<file path="config.mk">
export PLATFORM = sky130hd
export DESIGN_NAME = alarm_multi_ctrl
export DESIGN_NICKNAME = d
export VERILOG_FILES = /design/src/rtl/alarm_multi_ctrl.sv
export SDC_FILE = /design/constraint.sdc
export NUM_CORES = 1
export LEC_CHECK = 0
export BUFFER_PORTS_ARGS = -buffer_cell sky130_fd_sc_hd__buf_2
export CORE_UTILIZATION = 45
export DETAILED_ROUTE_END_ITERATION = 12
export HOLD_SLACK_MARGIN = 0.08
export PLACE_DENSITY = 0.72
export SLEW_MARGIN = 15
export SYNTH_ARGS = -nofsm -noshare
export SYNTH_HDL_FRONTEND = slang
export SYNTH_SLANG_ARGS = --single-unit
</file>
<file path="constraint.sdc">
create_clock -name sec_clk -period 3 [get_ports sec_clk]
set_input_delay 0.6 -clock sec_clk [delete_from_list [all_inputs] [get_ports sec_clk]]
set_output_delay 0.6 -clock sec_clk [all_outputs]
set_load 0.1 [all_outputs]
</file>
<file path="src/rtl/alarm_multi_ctrl.sv">
// Multi-channel 1 Hz alarm: per-channel trigger on target second, tick-counted ring length, dismiss.
// Snooze (SNOOZED state, counter, tally) is built only when ALARM_SNOOZE_EN is defined.
module alarm_multi_ctrl #(
    parameter int N_ALM      = 4,
    parameter int SEC_W      = 17,
    parameter int SNOOZE_SEC = 300,
    parameter int MAX_SNOOZE = 3,
    localparam int IDX_W     = (N_ALM > 1) ? $clog2(N_ALM) : 1
) (
    input  logic                   sec_clk,
    input  logic                   rst,
    input  logic [SEC_W-1:0]       cur_sec,
    input  logic [N_ALM-1:0]       enable,
    input  logic [N_ALM*SEC_W-1:0] tar_sec,
    input  logic [2*N_ALM-1:0]     len_s,
    input  logic                   off,
    input  logic                   snooze,
    output logic [N_ALM-1:0]       ring_vec,
    output logic                   alarming,
    output logic [IDX_W-1:0]       active_idx
);

`ifdef ALARM_SNOOZE_EN
    localparam int SNZ_W = (SNOOZE_SEC > 0) ? $clog2(SNOOZE_SEC + 1) : 1;
    localparam int TAL_W = (MAX_SNOOZE > 0) ? $clog2(MAX_SNOOZE + 1) : 1;
    localparam logic [SNZ_W-1:0] SNZ_LOAD = SNZ_W'(SNOOZE_SEC - 1);
    localparam logic [TAL_W-1:0] TAL_MAX  = TAL_W'(MAX_SNOOZE);
`else
    wire unused_snooze = snooze ^ (SNOOZE_SEC != 0) ^ (MAX_SNOOZE != 0);
`endif

    typedef enum logic [1:0] {
        S_IDLE = 2'd0,
        S_RING = 2'd1,
`ifdef ALARM_SNOOZE_EN
        S_SNZ  = 2'd2,
`endif
        S_DONE = 2'd3
    } state_t;

    function automatic logic [5:0] ring_len_m1(input logic [1:0] code);
        case (code)
            2'd0:    return 6'd14;
            2'd1:    return 6'd29;
            2'd2:    return 6'd44;
            default: return 6'd59;
        endcase
    endfunction

    // Values past the last second of the day must never match a target.
    logic in_day;
    assign in_day = (32'(cur_sec) < 32'd86400);

    logic [N_ALM-1:0] ring_nx;
    logic [IDX_W-1:0] idx_nx;

    for (genvar gi = 0; gi < N_ALM; gi++) begin : g_ch
        state_t           st, st_nx;
        logic [5:0]       rem, rem_nx;
        logic [SEC_W-1:0] tar;
        logic [1:0]       len_c;
        logic             at_tar;
`ifdef ALARM_SNOOZE_EN
        logic [SNZ_W-1:0] scnt, scnt_nx;
        logic [TAL_W-1:0] tally, tally_nx;
`endif

        assign tar    = tar_sec[gi*SEC_W +: SEC_W];
        assign len_c  = len_s[2*gi +: 2];
        assign at_tar = in_day && (cur_sec == tar);

        always_comb begin
            st_nx  = st;
            rem_nx = rem;
`ifdef ALARM_SNOOZE_EN
            scnt_nx  = scnt;
            tally_nx = tally;
`endif
            if (!enable[gi]) begin
                st_nx = S_IDLE;
            end else begin
                case (st)
                    S_IDLE: if (at_tar) begin
                        st_nx  = S_RING;
                        rem_nx = ring_len_m1(len_c);
`ifdef ALARM_SNOOZE_EN
                        tally_nx = '0;
`endif
                    end
                    S_RING: if (off) begin
                        st_nx = S_DONE;
`ifdef ALARM_SNOOZE_EN
                    end else if (snooze && (tally < TAL_MAX)) begin
                        st_nx    = S_SNZ;
                        scnt_nx  = SNZ_LOAD;
                        tally_nx = tally + 1'b1;
                    end else if (snooze) begin
                        st_nx = S_DONE;
`endif
                    end else if (rem == 6'd0) begin
                        st_nx = S_DONE;
                    end else begin
                        rem_nx = rem - 6'd1;
                    end
`ifdef ALARM_SNOOZE_EN
                    S_SNZ: if (off) begin
                        st_nx = S_DONE;
                    end else if (scnt == '0) begin
                        st_nx  = S_RING;
                        rem_nx = ring_len_m1(len_c);
                    end else begin
                        scnt_nx = scnt - 1'b1;
                    end
`endif
                    // Raw compare: a frozen clock parked on the target keeps the channel here.
                    S_DONE: if (cur_sec != tar) st_nx = S_IDLE;
                    default: st_nx = S_IDLE;
                endcase
            end
        end

        always_ff @(posedge sec_clk) begin
            if (rst) begin
                st  <= S_IDLE;
                rem <= '0;
`ifdef ALARM_SNOOZE_EN
                scnt  <= '0;
                tally <= '0;
`endif
            end else begin
                st  <= st_nx;
                rem <= rem_nx;
`ifdef ALARM_SNOOZE_EN
                scnt  <= scnt_nx;
                tally <= tally_nx;
`endif
            end
        end

        assign ring_nx[gi] = (st_nx == S_RING);
    end

    always_comb begin
        idx_nx = '0;
        for (int i = N_ALM - 1; i >= 0; i--) begin
            if (ring_nx[i]) idx_nx = IDX_W'(i);
        end
    end

    // Outputs are registered from next-state so they change on the sampling edge itself.
    always_ff @(posedge sec_clk) begin
        if (rst) begin
            ring_vec   <= '0;
            alarming   <= 1'b0;
            active_idx <= '0;
        end else begin
            ring_vec   <= ring_nx;
            alarming   <= |ring_nx;
            active_idx <= idx_nx;
        end
    end

endmodule
</file>
==> impl_metrics.py <==
metrics = {
    "timing": {
        "slew_viol_final": 0,
        "clock_skew_ns": 0.00941,
        "slew_headroom": 0.662,
        "setup_violations": 0,
        "worst_pin_slew_ns": 0.506,
        "fin_crit_ns": 2.33,
        "clock.fmax_mhz": 429,
        "setup-tns-final_ns": 0,
        "timing.hold.ws_ns": 0.473,
        "setup_slack_ns": 0.668,
        "fin_crit_sh": 0.777,
        "hold_violations": 0,
        "rsz0062_at_grt": "false",
    },
    "power": {
        "ir_drop_v": 0.000181,
        "p_leak_nw": 1.58,
        "powerDensity_mw_per_mm2": 310,
    },
    "critical_path": {
        "r2r_start": "g_ch[1].rem[0]",
        "reg2reg_slack_ns": 0.67,
        "worst_path_dominant_cell_family": "compound AO/OA/AOI/OAI gates",
        "rr_endpoint": "g_ch[1].rem[3]",
        "path_class": "flop to flop",
        "critPathMaxStageDelay_ns": 0.39,
        "crit_chain": "inv_1 > ha_1 > nor2b_1 > a21o_1 > a2111oi_4 > nand4b_2 > and2_4 > o221a_1",
        "slowest_stage": "dfxtp_1",
        "path_buf_inv": 1,
        "rr_worst_depth": 8,
        "cp_data_arrival_time_ns": 2.52,
        "critPathLaunchType": "flop",
        "end_kind": "flop",
        "cp_max_fo": 8,
        "required_ns": 3.19,
    },
    "die": {
        "coreArea_mm2": 0.00725,
        "dieArea_mm2": 0.00782,
        "num_rows": 31,
        "die_x_um": 88.4,
        "start_util": 0.464,
        "die_y_um": 88.4,
        "io_pins": 108,
    },
    "placement": {
        "post-dp-hpwl_mm": 7.00,
        "placed_cell_area_mm2": 0.00388,
        "place_congestion": 0.856,
        "place_ws_ns": 0.485,
        "place_inst": 603,
        "io_buffer_count": 106,
    },
    "global_route": {
        "grt_pass1_wl_mm": 13.9,
        "track_usage": 0.229,
        "antenna_found_initial": 0,
        "overflow": 0,
        "grt_pass1_vias": 3011,
        "grt_max_degree": 23,
    },
    "synthesis": {
        "yosys.area.top_type_share": 0.232,
        "synth-edff-count": 0,
        "postSynth.asyncResetShare": 0,
        "yosysWarningCount": 0,
        "synth_cell_types": 52,
        "avgSynthCellArea_um2": 7.97,
        "ys_seq_area_frac": 0.232,
        "synth_nets": 539,
        "yosys.area.top_type": "dfxtp_1",
        "postSynthCellCount": 422,
        "synth.area.top_cells": "dfxtp_1 (23%), xnor2_1 (14%), ha_1 (6.0%)",
        "synthesis.area_mm2": 0.00336,
        "synth_seq_cells": 39,
        "synthFlopType": "dfxtp_1",
    },
    "layout": {
        "multi_input_area_mm2": 0.00234,
        "n_fill_cell": 700,
        "nets": 628,
        "syn_to_final_growth_pct": 18.9,
        "ff_latch_area_um2": 781,
        "n_antenna_cell": 0,
        "layout-drive-gt1-share": 0.268,
        "final_cell_area_mm2": 0.00400,
        "stdcell_count": 611,
    },
    "job": {
        "drv_cap": 0,
    },
    "drt": {
        "routedWlPerCell_um": 14.2,
        "drtIter0Drc": 282,
        "drc_errors": 0,
        "drt-total-wl_mm": 8.65,
        "drt_pass1_iterations": 5,
        "drtAntennaViolNets": 0,
        "vias": 3280,
        "avgViaCountPerCell": 5.37,
    },
    "clocking": {
        "cts.repair.resized": 0,
        "postCtsSetupRepairBufs": 0,
        "cts_tree": "built",
        "clockRootBuffer": "clkbuf_8",
        "htreeDepth": 2,
        "cts_buffer_depth": 2,
        "clk_pin_slew_worst_paths_ns": 0.08,
        "cts.sinks": 39,
        "cts-buffers-inserted": 5,
        "insertion_delay_ns": 0.29,
        "cts_hold_buf": 0,
    },
    "worst_hold_path": {
        "holdCritPathClass": "flop to flop",
        "min_path_cells": 2,
        "min_to": "g_ch[2].rem[5]",
        "min-delay-start": "g_ch[2].rem[5]",
    },
    "run_status": {
        "status": "complete, no violations",
    },
}
## cell usage in the layout (no fill, tap or decap), types with 11 or more instances in the layout
master | Yosys | layout
inv_1 | 22 | 22
a21oi_1 | 31 | 31
nor3_1 | 25 | 25
nor2_1 | 27 | 27
buf_2 | 9 | 106
o21ai_0 | 15 | 15
nand2_1 | 27 | 27
nor2b_1 | 13 | 13
xnor2_1 | 55 | 55
nand3_1 | 15 | 15
dfxtp_1 | 39 | 39
ha_1 | 16 | 16
nand2b_1 | 11 | 11
## per-stage QoR
stage	util	power, mW
global route	0.551	1.30
finish	0.551	1.24
detailed placement	0.535	0.793
CTS	0.551	1.25
floorplan	-	0.688
global placement	0.535	0.788
## cell families (layout without fill, tap and decap cells)
group / Yosys count / in the layout / synth area share
and+or+nand+nor: 154 / 154 / 0.246
AOI/OAI and AO/OA: 94 / 94 / 0.203
xor gates and xnor gates: 68 / 68 / 0.184
buffers and inverters: 50 / 140 / 0.0729
DFF: 39 / 39 / 0.232
adders and majority gates: 16 / 16 / 0.0595
muxes: 1 / 1 / 0.00298
## how the worst max path moves through the flow
stage | start | endpoint | slack, ns | cells after the start
finish | g_ch[1].rem[0] | g_ch[1].rem[3] | 0.67 | 8
detailed placement | cur_sec[13] | g_ch[3].rem[3] | 0.48 | 7
floorplan | cur_sec[11] | g_ch[1].rem[3] | 0.73 | 8
global placement | cur_sec[13] | g_ch[3].rem[3] | 0.48 | 7
CTS | g_ch[1].rem[0] | g_ch[1].rem[3] | 0.67 | 8
global route | g_ch[1].rem[0] | active_idx[0] | 0.55 | 8
## synthesized netlist by cell type (3+ instances only)
master and number:
or3_1 6, nor4_1 4, buf_6 6, a31oi_1 3, o21ai_0 15, nand2b_1 11, nor2b_1 13, buf_2 9
nor2_1 27, a211oi_1 6, nand3_1 15, a221oi_1 4, nand4_1 10, ha_1 16, clkbuf_1 11, a21bo_2 3
xor2_1 10, nand2_1 27, o32ai_1 5, dfxtp_1 39, nor3_1 25, a21oi_1 31, and3_1 5, inv_1 22
o221a_2 5, xnor2_1 55, xnor2_2 3, a22oi_1 4
## where the power goes
group	leakage, nW	switching [mW]	internal, mW
Combinational	1.20	0.134	0.129
Sequential	0.314	0.00000280	0.517
Clock	0.0612	0.192	0.269
Total	1.58	0.326	0.915
## state kept, by name, indices dropped and copies added, names as in the netlist
name	flops
ring_vec	4
g_ch.st	8
alarming	1
active_idx	2
g_ch.rem	24
## cell type report
class                   count  area share
clock inverters             2     0.00876
inverters                  23      0.0216
clock buffers               6      0.0207
well taps                  99      0.0310
repair buffers            109       0.138
multi-input cells         333       0.584
flip-flops and latches     39       0.195
## layer usage
metal / wire [um] / track usage / part of all wire / vias up
li1: - / - / - / 1668
met1: 3790 / 0.286 / 0.44 / 1467
met2: 4260 / 0.402 / 0.49 / 129
met3: 404 / 0.0299 / 0.047 / 16
met4: 197 / 0.0850 / 0.023 / 0
met5: 0 / 0 / 0 / -
## tightest hold or removal path: stages, from the launching register on
cell,delay (ns)
dfxtp_1,0.32
nand2_1,0.05
o21ai_0,0.07
No activity file was read; power rests on OpenSTA's default activity.
